File: src/rtl/emu_scan_ctrl.sv
// emu_scan_ctrl: host-side pause/scan sequencer. Under a held pause it streams the FF chain,
// then the RAM chain, out to the host (save) or in from the host (load) with valid/ready stalling.
module emu_scan_ctrl #(
   parameter int DATA_W    = 64,
   parameter int FF_CNT_W  = 16,
   parameter int RAM_CNT_W = 20
) (
   input  logic                 clk,
   input  logic                 rst,
   input  logic                 pause_req,
   output logic                 pause,
   input  logic                 start,
   input  logic                 mode,
   input  logic [FF_CNT_W-1:0]  ff_words,
   input  logic [RAM_CNT_W-1:0] ram_words,
   output logic                 busy,
   output logic                 done,
   output logic                 cmd_err,
   input  logic                 in_valid,
   output logic                 in_ready,
   input  logic [DATA_W-1:0]    in_data,
   output logic                 out_valid,
   input  logic                 out_ready,
   output logic [DATA_W-1:0]    out_data,
   output logic                 ff_se,
   output logic [DATA_W-1:0]    ff_di,
   input  logic [DATA_W-1:0]    ff_do,
   output logic                 ram_se,
   output logic                 ram_sd,
   output logic [DATA_W-1:0]    ram_di,
   input  logic [DATA_W-1:0]    ram_do
);

   typedef enum logic [1:0] {
      S_IDLE = 2'd0,
      S_FF   = 2'd1,
      S_RAM  = 2'd2,
      S_DONE = 2'd3
   } state_e;

   state_e               state_q, state_d;
   logic                 mode_q, mode_d;
   logic [FF_CNT_W-1:0]  ff_left_q, ff_left_d;
   logic [RAM_CNT_W-1:0] ram_left_q, ram_left_d;
   logic                 start_ok_s;
   logic                 beat_s;

   assign start_ok_s = (state_q == S_IDLE) && pause_req && start;
   // A beat is the stream partner's half of the handshake; our half is always offered in FF/RAM.
   assign beat_s     = mode_q ? in_valid : out_ready;

   // State and command registers.
   always_ff @(posedge clk or posedge rst) begin
      if (rst) begin
         state_q    <= S_IDLE;
         mode_q     <= 1'b0;
         ff_left_q  <= '0;
         ram_left_q <= '0;
      end else begin
         state_q    <= state_d;
         mode_q     <= mode_d;
         ff_left_q  <= ff_left_d;
         ram_left_q <= ram_left_d;
      end
   end

   // Next-state and word-counter logic.
   always_comb begin
      state_d    = state_q;
      mode_d     = mode_q;
      ff_left_d  = ff_left_q;
      ram_left_d = ram_left_q;
      case (state_q)
         S_IDLE: begin
            if (start_ok_s) begin
               mode_d     = mode;
               ff_left_d  = ff_words;
               ram_left_d = ram_words;
               if (ff_words != '0) begin
                  state_d = S_FF;
               end else if (ram_words != '0) begin
                  state_d = S_RAM;
               end else begin
                  state_d = S_DONE;
               end
            end else begin
               state_d = S_IDLE;
            end
         end
         S_FF: begin
            if (beat_s) begin
               ff_left_d = ff_left_q - FF_CNT_W'(1);
               if (ff_left_q == FF_CNT_W'(1)) begin
                  state_d = (ram_left_q != '0) ? S_RAM : S_DONE;
               end else begin
                  state_d = S_FF;
               end
            end else begin
               state_d = S_FF;
            end
         end
         S_RAM: begin
            if (beat_s) begin
               ram_left_d = ram_left_q - RAM_CNT_W'(1);
               if (ram_left_q == RAM_CNT_W'(1)) begin
                  state_d = S_DONE;
               end else begin
                  state_d = S_RAM;
               end
            end else begin
               state_d = S_RAM;
            end
         end
         S_DONE: begin
            state_d = S_IDLE;
         end
         default: begin
            state_d = S_IDLE;
         end
      endcase
   end

   // Stream handshakes and scan-port drive. Save loops ff_do/ram_do back so the chain rotates home.
   always_comb begin
      pause     = pause_req || (state_q != S_IDLE);
      busy      = (state_q != S_IDLE);
      done      = (state_q == S_DONE);
      cmd_err   = start && !start_ok_s;
      in_ready  = 1'b0;
      out_valid = 1'b0;
      out_data  = '0;
      ff_se     = 1'b0;
      ff_di     = '0;
      ram_se    = 1'b0;
      ram_sd    = 1'b0;
      ram_di    = '0;
      case (state_q)
         S_FF: begin
            if (mode_q) begin
               in_ready = 1'b1;
               ff_di    = in_data;
               ff_se    = in_valid;
            end else begin
               out_valid = 1'b1;
               out_data  = ff_do;
               ff_di     = ff_do;
               ff_se     = out_ready;
            end
         end
         S_RAM: begin
            ram_sd = mode_q;
            if (mode_q) begin
               in_ready = 1'b1;
               ram_di   = in_data;
               ram_se   = in_valid;
            end else begin
               out_valid = 1'b1;
               out_data  = ram_do;
               ram_di    = ram_do;
               ram_se    = out_ready;
            end
         end
         default: begin
            in_ready = 1'b0;
         end
      endcase
   end

endmodule

File: config.mk
export PLATFORM = sky130hd
export DESIGN_NAME = emu_scan_ctrl
export DESIGN_NICKNAME = d
export VERILOG_FILES = /design/src/rtl/emu_scan_ctrl.sv
export SDC_FILE = /design/constraint.sdc
export NUM_CORES = 1
export LEC_CHECK = 0
export ABC_CLOCK_PERIOD_IN_PS = 3200
export CORE_AREA = 4 4 168 170
export CTS_BUF_LIST = sky130_fd_sc_hd__clkbuf_16
export DETAILED_ROUTE_END_ITERATION = 12
export DIE_AREA = 0 0 172 174
export GPL_TIMING_DRIVEN = 0
export PLACE_DENSITY = 0.65
export SYNTH_ARGS = -nofsm -noshare
export SYNTH_HDL_FRONTEND = slang
export SYNTH_SLANG_ARGS = --single-unit
File: constraint.sdc
create_clock -name clk -period 3.2 [get_ports clk]
set_clock_uncertainty 0.15 [all_clocks]
set_input_delay 0.64 -clock clk [delete_from_list [all_inputs] [get_ports clk]]
set_output_delay 0.64 -clock clk [all_outputs]
set_load 0.05 [all_outputs]
Word-level counts from Yosys, hierarchy flattened
Index checks and enable logic that the tools add are counted.
- memory bits (writable): 0
- ROM bits: 0
- memories kept: 0
- word-level logic and storage cells: 60
- input bits: 235
- output and inout port bits: 201
- register bits after elaboration: 39
- bits in latches: 0
- shift operators: 0
- multiplexer cells: 30
- $lt $le $gt $ge: 0
- divide/modulo/power cells: 0
- reduce and logical (&&, ||, !) cells: 16
- equality and inequality tests: 8
- bitwise logic cells: 0
- multiply operators: 0
- add/sub/neg operators: 2
- operators by type and width (cell ; number):
    $mux W64 ; 6
    $pmux W64 S2 ; 1
    $mux W20 ; 2
    $pmux W20 S2 ; 1
    $reduce_bool A20 Y1 ; 2
    $mux W16 ; 2
    $pmux W16 S2 ; 1
    $eq A20 B1 Y1 const B ; 1
    $sub A20 B1 Y20 const B ; 1
    $eq A16 B1 Y1 const B ; 1
    $reduce_bool A16 Y1 ; 1
    $sub A16 B1 Y16 const B ; 1
    $mux W1 ; 11
    $mux W2 ; 5
    $pmux W2 S4 ; 1
    $ne A2 B2 Y1 const B ; 3
    $reduce_and A3 Y1 ; 2
    $reduce_bool A2 Y1 ; 3
    $eq A2 B2 Y1 const B ; 2
    $logic_and A1 B1 Y1 ; 3
    $eq A2 B1 Y1 const B ; 1
    $logic_not A2 Y1 ; 1
    $reduce_and A2 Y1 ; 1
    $reduce_or A2 Y1 ; 1
    2 further kinds ; 2

Longest topological paths before layout
Gate-level depths: netlist of run 1.
- depth in word-level cells: 5
- gate-level depth with buffers: 9
- depth with buffers taken out: 6

Least setup slack after synthesis of run 1
Ideal clock, no wire load.
- kind: register to output
- start point: reg mode_q
- end point: out ff_di[26]
- data required time: 2.410 ns
- arrival time: 2.484 ns
- stages on the path, launching flop included: 7
- setup slack: -0.074 ns
- cell sequence: dfrtp_1 > buf_2 > clkbuf_1 > clkbuf_1 > clkbuf_1 > nand2_1 > a21boi_0
- cells in the longest elaborated chain, start to end: 2
- RTL lines (element ; RTL line ; source):
    start, declared ; 42 ; logic mode_q, mode_d;
    start signal, assigned ; 61 ; mode_q <= mode_d;
    $mux W64 ; 139 ; if (mode_q) begin
    $mux W64 ; 137 ; case (state_q)
    end, declared ; 26 ; output logic [DATA_W-1:0] ff_di,
Every way passes these cells.

Worst setup path after layout of run 1
- start point: reg state_q[1]
- end point: out ff_di[10]
- cells in the longest elaborated chain, start to end: 2
- RTL lines (element ; RTL line ; source):
    start, declared ; 41 ; state_e state_q, state_d;
    start signal, assigned ; 60 ; state_q <= state_d;
    $eq A2 B1 Y1 ; 137 ;
    $mux W64 ; 137 ;
Every way passes these cells.

==> results of run 1 <==
worst min path at each step:
stage | startpoint | endpoint | slack [ns] | depth (start not counted)
2_1_floorplan | ram_left_q[6] | ram_left_q[6] | 0.35 | 2
3_3_place_gp | ram_left_q[7] | ram_left_q[7] | 0.38 | 2
3_5_place_dp | ff_left_q[10] | ff_left_q[10] | 0.39 | 1
4_1_cts | ff_left_q[13] | ff_left_q[13] | 0.41 | 2
5_1_grt | ram_left_q[6] | ram_left_q[6] | 0.44 | 2
6_report | ff_left_q[13] | ff_left_q[13] | 0.41 | 2
layout make-up:
class	count	area, um^2
fillers	2897	16400
multi-input cells	712	4430
repair buffers	438	3870
flip-flops and latches	39	976
plain buffers	76	462
well taps	341	427
clock buffers	5	125
inverters	13	52.6
diodes	4	10.0
clock inverters	2	8.76
metrics by stage:
step                power (mW)  hold WS (ns)  area [um^2]  setup TNS [ns]  utilization
CTS                       3.31         0.407        10400        -0.00407        0.390
floorplan                 1.94         0.346         5750          -0.561            -
global route              3.51         0.441        10400        -0.00594        0.388
finish                    3.31         0.408        10400               0        0.388
detailed placement        2.84         0.393        10500         -185.46        0.394
global placement          2.82         0.382        10500         -183.16        0.394
where the power goes:
part	internal [mW]	leakage, nW	switching [mW]	total, mW
clock network	0.280	0.0671	0.200	0.481
logic	0.831	3.50	1.19	2.03
registers	0.621	0.449	0.185	0.806
total	1.73	4.02	1.58	3.31
sequential cells by signal (all words and copies together), names as in the netlist:
name	flops
ram_left_q	20
state_q	2
mode_q	1
ff_left_q	16
kinds of logic after synthesis:
group	count (synthesis)	share of synthesized area
flip-flops	39	0.170
AO/OA/AOI/OAI	305	0.353
adder cells (fa/ha/maj)	9	0.0196
AND/OR/NAND/NOR	396	0.391
multiplexers	2	0.00435
buffers and inverters	90	0.0625
per-layer routing:
| metal | GRT usage | up-vias | routed length, um |
|---|---|---|---|
| met4 | 0.0642 | 8 | 1000 |
| met3 | 0.0641 | 66 | 3740 |
| met2 | 0.419 | 427 | 19400 |
| li1 | - | 3928 | - |
| met5 | 0 | - | 56 |
| met1 | 0.292 | 4122 | 15000 |
worst max-delay path, delay by kind of cell, from the launching register on:
kind | cells | cell delay, ns
AO/OA/AOI/OAI | 1 | 0.34
adder cells (fa/ha/maj) | 1 | 0.25
buffers and inverters | 4 | 1.09
flip-flops | 1 | 0.40
placed cells by master (no fill, tap or decap), types with 6 or more instances in the layout:
cell type | Yosys | routed
buf_6 | 1 | 10
o211ai_1 | 7 | 7
nand2b_1 | 135 | 135
o21ai_0 | 14 | 14
nor4b_1 | 6 | 6
nor2b_1 | 72 | 70
clkbuf_4 | 0 | 25
ha_1 | 9 | 8
nor3_1 | 10 | 10
buf_4 | 0 | 22
clkbuf_1 | 67 | 25
o22ai_1 | 13 | 13
nand2_1 | 89 | 89
inv_1 | 13 | 11
nor4_1 | 18 | 18
clkdlybuf4s15_2 | 0 | 50
a21boi_1 | 0 | 49
a2bb2oi_1 | 12 | 12
a22oi_1 | 65 | 65
nand3_1 | 16 | 16
dfrtp_1 | 39 | 39
nor2_1 | 17 | 16
a21boi_0 | 65 | 16
buf_2 | 2 | 92
clkbuf_2 | 1 | 32
nand4_1 | 10 | 10
a21oi_1 | 102 | 102
clkdlybuf4s50_1 | 0 | 238
what timing repair did:
action	CTS	global route
resized for setup	834	161
setup buffers	1	2
setup endpoints to repair	197	163
pin swaps	1	0
==> flow_metrics.py, run 1 <==
metrics = {
    "drt": {
        "vias": 8551,
        "wire_per_inst_um": 24.0,
        "postRouteAntennaNets": 0,
        "drtIter0Drc": 678,
        "postRouteWirelength_mm": 39.2,
        "drc": 0,
        "via_per_inst": 5.25,
        "first_pass_iters": 6,
    },
    "clocking": {
        "cts.sink_count": 39,
        "clock_latency_ns": 0.28,
        "cts.path.max_buffers": 2,
        "clkSlewWorstSetupHoldPaths_ns": 0.06,
        "ctsHtreeMaxLevel": 2,
        "root_buffer": "clkbuf_16",
        "numCtsBuffers": 5,
        "cts_tree": "built",
        "cts-hold-fix-buffers": 0,
    },
    "synthesis": {
        "yosysTopAreaCellShare": 0.170,
        "synthArstFlopShare": 1.00,
        "synthTopCellsByArea": "dfrtp_1, nand2b_1, a21oi_1",
        "synthesis.area_mm2": 0.00575,
        "synth_top_cells_by_count": "nand2b_1, a21oi_1, nand2_1, nor2b_1, clkbuf_1",
        "ys_seq_area_frac": 0.170,
        "synth.largest_area_cell": "dfrtp_1",
        "ys_ff_latch": 39,
        "yosys_warnings": 0,
        "synth.most_common_cell": "nand2b_1",
        "synth.avg_cell_area_um2": 6.83,
        "yosysUniqueCellTypes": 54,
        "synth_nets": 1085,
        "synth_top_flop_cell": "dfrtp_1",
        "synth_cells": 841,
        "synth_edf_count": 0,
    },
    "power": {
        "ir_worst_vdd_mv": 0.397,
        "leakagePower_nw": 4.02,
        "p_per_area_mw_per_mm2": 320,
    },
    "worst_setup_path": {
        "arrival_ns": 2.38,
        "crit_required_ns": 2.41,
        "startpoint_type": "register",
        "reg2reg_from": "state_q[0]",
        "slowest_delay_ns": 0.43,
        "reg2reg_to": "ram_left_q[12]",
        "reg2regPathDepth": 8,
        "worstSetupPathType": "reg2out",
        "path_max_fanout": 10,
        "slowest_stage": "clkdlybuf4s18_2",
        "r2r_slack_ns": 0.47,
        "endpoint_kind": "output pin",
        "endpoint": "ff_di[10]",
        "crit_chain": "inv_1 > ha_2 > clkbuf_2 > clkbuf_4 > a21boi_0 > clkdlybuf4s18_2",
        "crit_start": "state_q[1]",
    },
    "grt": {
        "grt.total_usage": 0.241,
        "grt_max_degree": 40,
        "grt_pass1_vias": 8121,
        "antenna_found_initial": 8,
        "grt_pass1_wl_mm": 54.2,
        "overflow": 0,
    },
    "sta": {
        "min_period_ns": 3.17,
        "fmax_ghz": 0.316,
        "worstMarginPinSlew_ns": 1.17,
        "worst_slack_ns": 0.0342,
        "fin_crit_sh": 0.989,
        "hold_viol_final": 0,
        "slew_viol_final": 0,
        "setup_viol": 0,
        "rsz0062_at_grt": "yes",
        "max_slew_margin": 0.212,
    },
    "floorplan": {
        "io-pin-count": 436,
        "dieArea_mm2": 0.0299,
        "fp-row-count": 60,
        "start_util": 0.215,
        "die-width_um": 172,
        "dieHeight_um": 174,
        "core_mm2": 0.0267,
    },
    "place": {
        "dp_hpwl_mm": 31.5,
        "placedCellCount": 1617,
        "port_buffers": 435,
        "gp_congestion": 0.926,
        "dp_slack_ns": -1.36,
    },
    "layout": {
        "syn_to_final_growth_pct": 80.3,
        "finalNonFillerCells": 1630,
        "layout-drive-gt1-share": 0.207,
        "nets": 1529,
    },
    "outcome": {
        "status": "finished clean",
    },
    "run": {
        "maxCapViolations": 0,
    },
    "worst_hold_path": {
        "hold_path.class": "reg2reg",
    },
}
Note: power is estimated with default switching activity, not from simulation.
==> run 2, diff against run 1 <==
==> config.mk (replaced) <==
export PLATFORM = sky130hd
export DESIGN_NAME = emu_scan_ctrl
export DESIGN_NICKNAME = d
export VERILOG_FILES = /design/src/rtl/emu_scan_ctrl.sv
export SDC_FILE = /design/constraint.sdc
export NUM_CORES = 1
export LEC_CHECK = 0
export ABC_CLOCK_PERIOD_IN_PS = 3700
export CAP_MARGIN = 20
export CORE_AREA = 4 4 166 168
export CTS_BUF_LIST = sky130_fd_sc_hd__clkbuf_16
export DETAILED_ROUTE_END_ITERATION = 12
export DIE_AREA = 0 0 170 172
export GPL_TIMING_DRIVEN = 0
export PLACE_DENSITY = 0.67
export SYNTH_ARGS = -nofsm -noshare
export SYNTH_HDL_FRONTEND = slang
export SYNTH_SLANG_ARGS = --single-unit
==> constraint.sdc (replaced) <==
create_clock -name clk -period 3.7 [get_ports clk]
set_clock_uncertainty 0.15 [all_clocks]
set_input_delay 0.74 -clock clk [delete_from_list [all_inputs] [get_ports clk]]
set_output_delay 0.74 -clock clk [all_outputs]
set_load 0.05 [all_outputs]
==> flow_metrics.py, run 2 (same netlist as run 1, synthesis figures left out) <==
metrics = {
    "clocking": {
        "root_buffer": "clkbuf_16",
        "clkSlewWorstSetupHoldPaths_ns": 0.06,
        "cts-hold-fix-buffers": 0,
        "cts_tree": "built",
        "cts.path.max_buffers": 2,
        "numCtsBuffers": 5,
        "cts.sink_count": 39,
        "ctsHtreeMaxLevel": 2,
        "clock_latency_ns": 0.29,
    },
    "power": {
        "power.total_mw": 2.87,
        "p_per_area_mw_per_mm2": 273,
        "combPwrFrac": 0.608,
        "pwr-share-seq": 0.243,
        "p_int_mw": 1.49,
        "leakagePower_nw": 4.16,
        "switching_share": 0.483,
        "pwr-share-clk": 0.149,
        "power_switching_mw": 1.39,
        "ir_worst_vdd_mv": 0.169,
    },
    "layout": {
        "top_regs": "ram_left_q (20), ff_left_q (16), state_q (2)",
        "multi_input_area_mm2": 0.00442,
        "final_common_cell": "clkdlybuf4s50_1",
        "final_cell_mix": "clkdlybuf4s50_1, nand2b_1, a21oi_1, nand2_1, dlygate4sd2_1",
        "regMostFlops": "ram_left_q",
        "seq_area_um2": 976,
        "syn_to_final_growth_pct": 83.3,
        "fillCellCount": 2693,
        "layout-drive-gt1-share": 0.136,
        "nets": 1530,
        "finalNonFillerCells": 1627,
        "largest_reg_flops": 20,
    },
    "worst_setup_path": {
        "crit_required_ns": 2.81,
        "worstSetupPathType": "reg2out",
        "reg2regPathDepth": 8,
        "reg2reg_to": "ram_left_q[9]",
        "arrival_ns": 2.67,
        "endpoint_kind": "output pin",
        "r2r_slack_ns": 0.89,
        "startpoint_type": "register",
        "reg2reg_from": "state_q[0]",
        "path_max_fanout": 10,
    },
    "drt": {
        "drtIter0Drc": 742,
        "wire_per_inst_um": 25.1,
        "vias": 8570,
        "via_per_inst": 5.27,
        "drc": 0,
        "postRouteWirelength_mm": 40.8,
        "first_pass_iters": 6,
        "postRouteAntennaNets": 0,
    },
    "place": {
        "gp_congestion": 0.979,
        "dp_slack_ns": -1.06,
        "dp_hpwl_mm": 32.6,
        "port_buffers": 435,
        "placedCellCount": 1612,
    },
    "sta": {
        "max_slew_margin": 0.380,
        "fin_crit_sh": 0.962,
        "hold_viol_final": 0,
        "min_period_ns": 3.56,
        "worst_slack_ns": 0.141,
        "rsz0062_at_grt": "no",
        "holdWs_ns": 0.392,
        "fmax_ghz": 0.281,
        "setup_viol": 0,
        "slew_viol_final": 0,
        "worstMarginPinSlew_ns": 0.922,
    },
    "grt": {
        "grt_pass1_wl_mm": 56.3,
        "overflow": 0,
        "grt_max_degree": 40,
        "use_met1": 0.322,
        "grt_use_met3": 0.0606,
        "grt_pass1_vias": 8376,
        "antenna_found_initial": 8,
        "grt.total_usage": 0.257,
        "grt.busiest_layer": "met2",
        "use_met2": 0.432,
    },
    "floorplan": {
        "dieHeight_um": 172,
        "die-width_um": 170,
        "start_util": 0.222,
        "core_mm2": 0.0259,
        "dieArea_mm2": 0.0292,
        "fp-row-count": 59,
        "io-pin-count": 436,
    },
    "worst_hold_path": {
        "hold_path_end": "ram_left_q[6]",
        "hold_start": "ram_left_q[6]",
        "hold_path.class": "reg2reg",
        "whs_path_depth": 2,
    },
    "outcome": {
        "status": "finished clean",
    },
    "run": {
        "maxCapViolations": 0,
    },
}
## run 2: changes by cell type in the layout (fill, tap and decap cells not counted), moves of 9 or more
cell	delta
buf_2	-82
dlygate4sd2_1	+75
a21boi_0	+48
a21boi_1	-48
clkbuf_2	+38
buf_4	-21
clkbuf_4	-12
buf_6	-9
## run 2: worst max path at each step
stage | start | endpoint | slack, ns | cells past startpoint
6_report | state_q[1] | ff_di[13] | 0.14 | 7
2_1_floorplan | mode_q | ff_di[26] | 0.33 | 6
4_1_cts | state_q[0] | out_data[58] | -0.03 | 9
5_1_grt | mode_q | ff_di[37] | 0.009 | 7
3_3_place_gp | mode_q | ff_di[59] | -1.03 | 7
3_5_place_dp | state_q[0] | out_data[58] | -1.06 | 9
## run 2: timing repair
action,CTS,global route
buffers inserted,0,1
setup endpoints to repair,196,148
resized for setup,397,121
hold endpoints to repair,0,0
## run 2: worst max-delay path, cell delays in order, from the launching register on
cell and delay, ns:
dfrtp_1 0.39, inv_1 0.08, ha_1 0.13, clkbuf_1 0.24, clkbuf_2 0.32, clkbuf_2 0.31
a21boi_0 0.31, dlygate4sd2_1 0.58
## run 2: area by class of cell
class / instances / area share
multi-input cells: 712 / 0.419
repair buffers: 438 / 0.392
flip-flops and latches: 39 / 0.0926
well taps: 335 / 0.0398
plain buffers: 77 / 0.0376
clock buffers: 5 / 0.0119
inverters: 13 / 0.00463
clock inverters: 3 / 0.00119
diodes: 5 / 0.00119
## run 2: metrics by stage
stage           util  TNS (ns)  cell area [um^2]
5_1_grt        0.407         0             10500
4_1_cts        0.412   -0.0293             10700
6_report       0.407         0             10500
2_1_floorplan      -         0              5750
3_3_place_gp   0.406    -99.47             10500
3_5_place_dp   0.406   -103.76             10500
## run 2: per-layer routing
layer  share of wire  vias up
li1                -     3953
met1            0.41     4091
met2            0.47      451
met3           0.086       71
met4           0.036        4
met5         0.00059        -
## run 2: power groups by stage
stage	Clock, mW	Sequential [mW]	Combinational [mW]
floorplan	0	0.653	1.01
global placement	0	0.693	1.76
detailed placement	0	0.695	1.77
CTS	0.435	0.689	1.75
global route	0.458	0.713	1.87
finish	0.428	0.697	1.75
